[src/rtl/deja_glitch_trigger.sv]
// deja_glitch_trigger
//   Upstream stage of deja_glitch_power; its run_o feeds that block's run_i.
//   It watches an external target event (trig_i) and waits a programmable
//   delay. It then raises run_o for a programmable width. An optional
//   hold-off and automatic re-arm allow repeated glitch attempts.
//
// Ports
//   clk_i    system clock
//   rst_i    synchronous active-high reset
//   stb_i    bus strobe
//   we_i     bus write enable (1 = write)
//   adr_i    register address (4 bits)
//   dat_i    write data (8 bits)
//   ack_o    bus acknowledge, one cycle per access
//   dat_o    read data, valid while ack_o=1 and held otherwise
//   trig_i   asynchronous target event input
//   run_o    glitch run request (registered)
//   armed_o  high while in ARMED (registered)
//
// Register map
//   0 CTRL     bit0 ARM, bit1 EDGE (1 = falling), bit2 AUTO, bit3 SOFT (wo)
//   1 DELAY_LO 2 DELAY_HI 3 WIDTH (0 = 256) 4 HOLDOFF
//   5 STATUS   bit0 armed, bit1 in DELAY, bit2 run_o, bit3 DONE, [7:5] state
//   6 COUNT    completed pulses; any write clears it
module deja_glitch_trigger #(
  parameter logic [15:0] DELAY_RST = 16'd0,
  parameter logic [7:0]  WIDTH_RST = 8'd1,
  parameter logic [7:0]  HOLD_RST  = 8'd0
) (
  input  logic       clk_i,
  input  logic       rst_i,
  input  logic       stb_i,
  input  logic       we_i,
  input  logic [3:0] adr_i,
  input  logic [7:0] dat_i,
  output logic       ack_o,
  output logic [7:0] dat_o,
  input  logic       trig_i,
  output logic       run_o,
  output logic       armed_o
);

  typedef enum logic [2:0] {
    ST_IDLE  = 3'd0,
    ST_ARMED = 3'd1,
    ST_DELAY = 3'd2,
    ST_FIRE  = 3'd3,
    ST_HOLD  = 3'd4
  } state_t;

  state_t      state;

  // Programmed registers.
  logic [15:0] delay_reg;
  logic [7:0]  width_reg;
  logic [7:0]  hold_reg;
  logic        arm;
  logic        edge_fall;
  logic        auto_en;
  logic        done;
  logic [7:0]  count;

  // Working counters, loaded when a shot is triggered.
  logic [15:0] dcnt;
  logic [8:0]  wcnt;
  logic [7:0]  hcnt;
  logic [7:0]  hold_w;

  // Two-flop synchroniser plus one history flop for edge detection.
  logic        s1, s2, s3;

  logic        access;
  logic        wr_en;
  logic        ctrl_wr;
  logic        abort;
  logic        arm_wr;
  logic        soft_wr;
  logic        count_clr;
  logic        evt;
  logic        launch;
  logic        fire_end;
  logic        rearm_pt;
  logic [7:0]  rd_data;

  // An access is serviced on the edge where ack_o rises; the next cycle
  // ack_o is high, which blocks a second service of the same strobe.
  assign access    = stb_i & ~ack_o;
  assign wr_en     = access & we_i;
  assign ctrl_wr   = wr_en && (adr_i == 4'd0);
  assign abort     = ctrl_wr & ~dat_i[0];
  assign arm_wr    = ctrl_wr &  dat_i[0];
  assign soft_wr   = arm_wr  &  dat_i[3];
  assign count_clr = wr_en && (adr_i == 4'd6);

  assign evt = edge_fall ? (~s2 & s3) : (s2 & ~s3);

  // A soft trigger with ARM=1 fires straight from IDLE as well as from
  // ARMED. Events outside ARMED are dropped, not queued. Abort always wins.
  assign launch = ~abort & (((state == ST_ARMED) & (evt | soft_wr)) |
                            ((state == ST_IDLE)  & soft_wr));

  assign fire_end = ~abort & (state == ST_FIRE) & (wcnt == 9'd1);

  assign rearm_pt = (fire_end & (hold_w == 8'd0)) |
                    (~abort & (state == ST_HOLD) & (hcnt == 8'd1));

  always_comb begin
    // NOTE: assigning a default before the case keeps every path driven, so
    // no latch is inferred for unlisted addresses.
    rd_data = 8'h00;
    case (adr_i)
      4'd0:    rd_data = {5'b0, auto_en, edge_fall, arm};
      4'd1:    rd_data = delay_reg[7:0];
      4'd2:    rd_data = delay_reg[15:8];
      4'd3:    rd_data = width_reg;
      4'd4:    rd_data = hold_reg;
      4'd5:    rd_data = {state, 1'b0, done, run_o, state == ST_DELAY, armed_o};
      4'd6:    rd_data = count;
      default: rd_data = 8'h00;
    endcase
  end

  always_ff @(posedge clk_i) begin
    if (rst_i) begin
      state     <= ST_IDLE;
      run_o     <= 1'b0;
      armed_o   <= 1'b0;
      ack_o     <= 1'b0;
      dat_o     <= 8'h00;
      delay_reg <= DELAY_RST;
      width_reg <= WIDTH_RST;
      hold_reg  <= HOLD_RST;
      arm       <= 1'b0;
      edge_fall <= 1'b0;
      auto_en   <= 1'b0;
      done      <= 1'b0;
      count     <= 8'h00;
      dcnt      <= 16'h0000;
      wcnt      <= 9'h000;
      hcnt      <= 8'h00;
      hold_w    <= 8'h00;
      s1        <= 1'b0;
      s2        <= 1'b0;
      s3        <= 1'b0;
    end else begin
      // NOTE: non-blocking assignments throughout, so every flop samples
      // pre-edge values; the synchroniser chain relies on this.
      s1 <= trig_i;
      s2 <= s1;
      s3 <= s2;

      ack_o <= access;
      if (access) dat_o <= rd_data;

      if (wr_en) begin
        case (adr_i)
          4'd0: begin
            arm       <= dat_i[0];
            edge_fall <= dat_i[1];
            auto_en   <= dat_i[2];
          end
          4'd1:    delay_reg[7:0]  <= dat_i;
          4'd2:    delay_reg[15:8] <= dat_i;
          4'd3:    width_reg       <= dat_i;
          4'd4:    hold_reg        <= dat_i;
          default: ;
        endcase
      end

      if (count_clr)     count <= 8'h00;
      else if (fire_end) count <= count + 8'd1;

      if (abort) begin
        state   <= ST_IDLE;
        run_o   <= 1'b0;
        armed_o <= 1'b0;
      end else begin
        case (state)
          ST_IDLE, ST_ARMED: begin
            if (state == ST_IDLE && arm_wr) done <= 1'b0;
            if (launch) begin
              wcnt    <= {width_reg == 8'd0, width_reg};
              hold_w  <= hold_reg;
              armed_o <= 1'b0;
              if (delay_reg == 16'd0) begin
                state <= ST_FIRE;
                run_o <= 1'b1;
              end else begin
                state <= ST_DELAY;
                dcnt  <= delay_reg;
              end
            end else if (state == ST_IDLE && arm_wr) begin
              state   <= ST_ARMED;
              armed_o <= 1'b1;
            end
          end
          ST_DELAY: begin
            if (dcnt == 16'd1) begin
              state <= ST_FIRE;
              run_o <= 1'b1;
            end else begin
              dcnt <= dcnt - 16'd1;
            end
          end
          ST_FIRE: begin
            if (wcnt == 9'd1) begin
              run_o <= 1'b0;
              if (hold_w != 8'd0) begin
                state <= ST_HOLD;
                hcnt  <= hold_w;
              end
            end else begin
              wcnt <= wcnt - 9'd1;
            end
          end
          ST_HOLD: begin
            if (hcnt != 8'd1) hcnt <= hcnt - 8'd1;
          end
          default: begin
            state   <= ST_IDLE;
            run_o   <= 1'b0;
            armed_o <= 1'b0;
          end
        endcase

        // Re-arm decision; placed last so it overrides the CTRL bus write
        // of ARM on the same edge.
        if (rearm_pt) begin
          if (auto_en && arm) begin
            state   <= ST_ARMED;
            armed_o <= 1'b1;
          end else begin
            state   <= ST_IDLE;
            armed_o <= 1'b0;
            done    <= 1'b1;
            arm     <= 1'b0;
          end
        end
      end
    end
  end

endmodule

[config.mk]
export PLATFORM = sky130hd
export DESIGN_NAME = deja_glitch_trigger
export DESIGN_NICKNAME = d
export VERILOG_FILES = /design/src/rtl/deja_glitch_trigger.sv
export SDC_FILE = /design/constraint.sdc
export NUM_CORES = 1
export LEC_CHECK = 0
export ABC_CLOCK_PERIOD_IN_PS = 2510
export CELL_PAD_IN_SITES_DETAIL_PLACEMENT = 2
export CELL_PAD_IN_SITES_GLOBAL_PLACEMENT = 2
export CORE_ASPECT_RATIO = 1.4
export CORE_MARGIN = 5
export CORE_UTILIZATION = 36
export DETAILED_ROUTE_END_ITERATION = 7
export GPL_TIMING_DRIVEN = 0
export PLACE_DENSITY_LB_ADDON = 0.1
export SYNTH_ARGS = -nofsm -noshare
export SYNTH_HDL_FRONTEND = slang
export SYNTH_SLANG_ARGS = --single-unit
[constraint.sdc]
create_clock -name clk_i -period 2.51 [get_ports clk_i]
set_input_delay 0.502 -clock clk_i [delete_from_list [all_inputs] [get_ports clk_i]]
set_output_delay 0.502 -clock clk_i [all_outputs]
set_load 0.02 [all_outputs]
==> results by group <==
Drt
  • DR vias: 5,522
  • Initial drt markers: 301
  • WL/cell: 24.6 microns
  • Vias per Instance: 6.00
  • DRC Markers: 0
  • Antenna-violating nets left: 0
  • DR pass1 iterations: 5
  • Routed WL: 22.7 mm

Logic synthesis
  • Ys flop type: dfxtp_1
  • Sequential share of the synthesized area: 0.376
  • Synth Area per Inst: 8.06 sq um
  • Mapped cell area: 0.00543 sq mm
  • Number of flops mapped to enable cells by yosys: 0
  • Synthesized instance count: 674
  • Asr flop ratio synth: 0
  • Yosys warnings: 0
  • Yosys cell types: 70
  • Syn Nets: 698
  • #FFs+latches synth: 102

Cells and area
  • N_diodes: 0
  • Fin util: 0.441
  • # nets final: 748
  • Most frequent cells in the layout: dfxtp_1, nand2_1, nor2_1, a21oi_1, mux2i_1
  • Share of layout cells above drive strength 1: 0.129
  • Commonest non-fill, non-tap cell in the layout: dfxtp_1
  • Area growth syn-to-layout: 21.3%
  • Filler cells: 1,736

Global route
  • Vias in the first global route: 5,956
  • Global-route usage over all layers: 0.252
  • Initial antenna violation count: 0
  • Total gr overflow: 0
  • First-pass GRT wire length: 34.3 mm
  • Pin count of the biggest net entering global routing: 17

Power
  • Net switching fraction of the power: 0.305
  • PwrDens: 631 mW/mm^2
  • Pleak: 2.43 nW
  • Sequential share of power: 0.409
  • Internal Power: 0.00288 W
  • Combinational fraction of design power: 0.211
  • Clock power share: 0.380
  • P_sw: 0.00127 W
  • Worst VDD drop: 0.000286 V

STA
  • Slew Viols, Final: 0
  • Fmax: 410 MHz
  • # setup viols final: 0
  • Skew final: 9.36 ps
  • Hold WS: 444 ps
  • Tcrit/Tclk final: 0.973
  • Slew margin rel.: 0.462
  • Final Hold Fails: 0
  • Worst-margin pin slew: 807 ps
  • Fin crit period: 2440 ps

Place
  • Routability Congestion: 0.893
  • IO buf count: 26
  • HPWL after DPL: 16.5 mm

Setup path
  • CP Data Required Time: 2750 ps
  • Slowest CP cell: or4_4
  • Critical path data arrival time: 2690 ps
  • Worst reg2reg path startpoint: wcnt[0]$_SDFFE_PP0P_
  • Critical path cell sequence: clkdlybuf4s15_1, or4_4, or3_4, buf_6, o211a_4, o21ai_4, nor3_1, a31o_2
  • Worst-case reg-to-reg path depth: 7
  • CP max FO: 8
  • Critical path class: in2reg
  • CP startpoint kind: input port
  • Worst Setup SP: adr_i[0]
  • Endpoint type of the worst setup path: flip-flop
  • Max incr delay on CP: 630 ps

Status
  • Outcome: finished clean

Clock tree
  • CTS buffer count: 9
  • Worst-skew pair later-pin latency: 350 ps
  • CTS Buffer Depth: 2
  • CTS H-tree depth: 3
  • TritonCTS clock tree: built
  • Root Driver: clkbuf_16
  • Clock sinks: 102
  • Cts-stage hold buffer count: 0
  • CTS clock-pin slew for the worst setup and hold paths: 70 ps

Floorplan
  • Die area: 0.0177 sq mm
  • Die span in x: 114 microns
  • IO Count: 28
  • Initial Util: 0.364
  • Core area: 0.0149 sq mm
  • Die H: 155 microns
  • Row count: 53

Hold path
  • WHS Path Cells: 1
  • Hold crit path type: reg2reg
  • Min-delay src: s1$_SDFF_PP0_

Job
  • # Max-Cap Violations: 0
==> through the flow <==
stage	cells	setup slack [ps]	total power (W)	cell area (sq um)	TNS, ps
2_1_floorplan	674	197	0.00224	5430	0
3_3_place_gp	892	-665	0.00249	5930	-40630
3_5_place_dp	892	-734	0.00252	5930	-45370
4_1_cts	917	44.1	0.00414	6520	0
5_1_grt	921	-55.1	0.00430	6590	-74.5
6_report	921	68.3	0.00415	6590	0
==> worst max-delay path, delay by kind of cell <==
family                 cells  cell delay [ps]
AOI/OAI and AO/OA          3              660
and+or+nand+nor            3             1130
buffers and inverters      2              390
==> power by group through the flow <==
stage          logic (W)  registers (W)  clock network (W)
2_1_floorplan   0.000513        0.00173                  0
3_3_place_gp    0.000759        0.00173                  0
3_5_place_dp    0.000786        0.00173                  0
4_1_cts         0.000855        0.00170            0.00159
5_1_grt         0.000940        0.00170            0.00166
6_report        0.000878        0.00170            0.00158
==> area by class of cell <==
class,count,area (sq um),share of cell area
repair buffers,42,402,0.0610
well taps,192,240,0.0365
multi-input cells,522,3370,0.511
clock inverters,5,82.6,0.0125
flip-flops and latches,102,2040,0.310
plain buffers,38,175,0.0266
clock buffers,11,243,0.0369
inverters,9,33.8,0.00513
==> metal layers <==
metal	track usage	up-vias	wire, microns	share of wire
li1	-	2542	-	-
met1	0.286	2803	8910	0.39
met2	0.470	126	12300	0.54
met3	0.0307	51	645	0.028
met4	0.104	0	792	0.035
met5	0	-	0	0
==> kinds of logic after synthesis <==
logic type / share of synthesized area
AOI/OAI and AO/OA: 0.193
xor gates and xnor gates: 0.0226
adders and majority gates: 0.0161
buffers and inverters: 0.0369
DFF: 0.376
muxes: 0.0781
and+or+nand+nor: 0.277
==> final timing paths <==
kind / slack [ps] / end
worst max-delay path: 70 / wcnt[2]$_SDFFE_PP0P_
worst min-delay path: 440 / s2$_SDFF_PP0_
worst max register to register: 70 / hcnt[0]$_SDFFE_PP0P_
worst min register to register: 440 / s2$_SDFF_PP0_
==> cells in the mapped netlist, types with 7 or more instances <==
library cell / n / area [sq um]
dfxtp_1: 102 / 2040
nand2_1: 90 / 338
nor2_1: 80 / 300
a21oi_1: 65 / 325
clkbuf_1: 31 / 116
mux2i_1: 30 / 300
o21ai_0: 29 / 145
nor3_1: 21 / 105
nand3_1: 19 / 95.1
nor4_1: 19 / 119
a22oi_1: 11 / 82.6
xor2_1: 11 / 96.3
nor2b_1: 10 / 62.6
a311oi_1: 8 / 70.1
inv_1: 8 / 30.0
nand2b_1: 8 / 50.1
buf_2: 7 / 35.0
ha_1: 7 / 87.6
mux2_2: 7 / 78.8
==> repair_timing <==
action / in CTS / in global routing
gates resized for setup: 38 / 11
setup endpoints to repair: 77 / 18
pin swaps: 8 / 2
buffers inserted: 11 / 5
hold endpoints to repair: 0 / 0
Power figures use the tool's default switching activity.
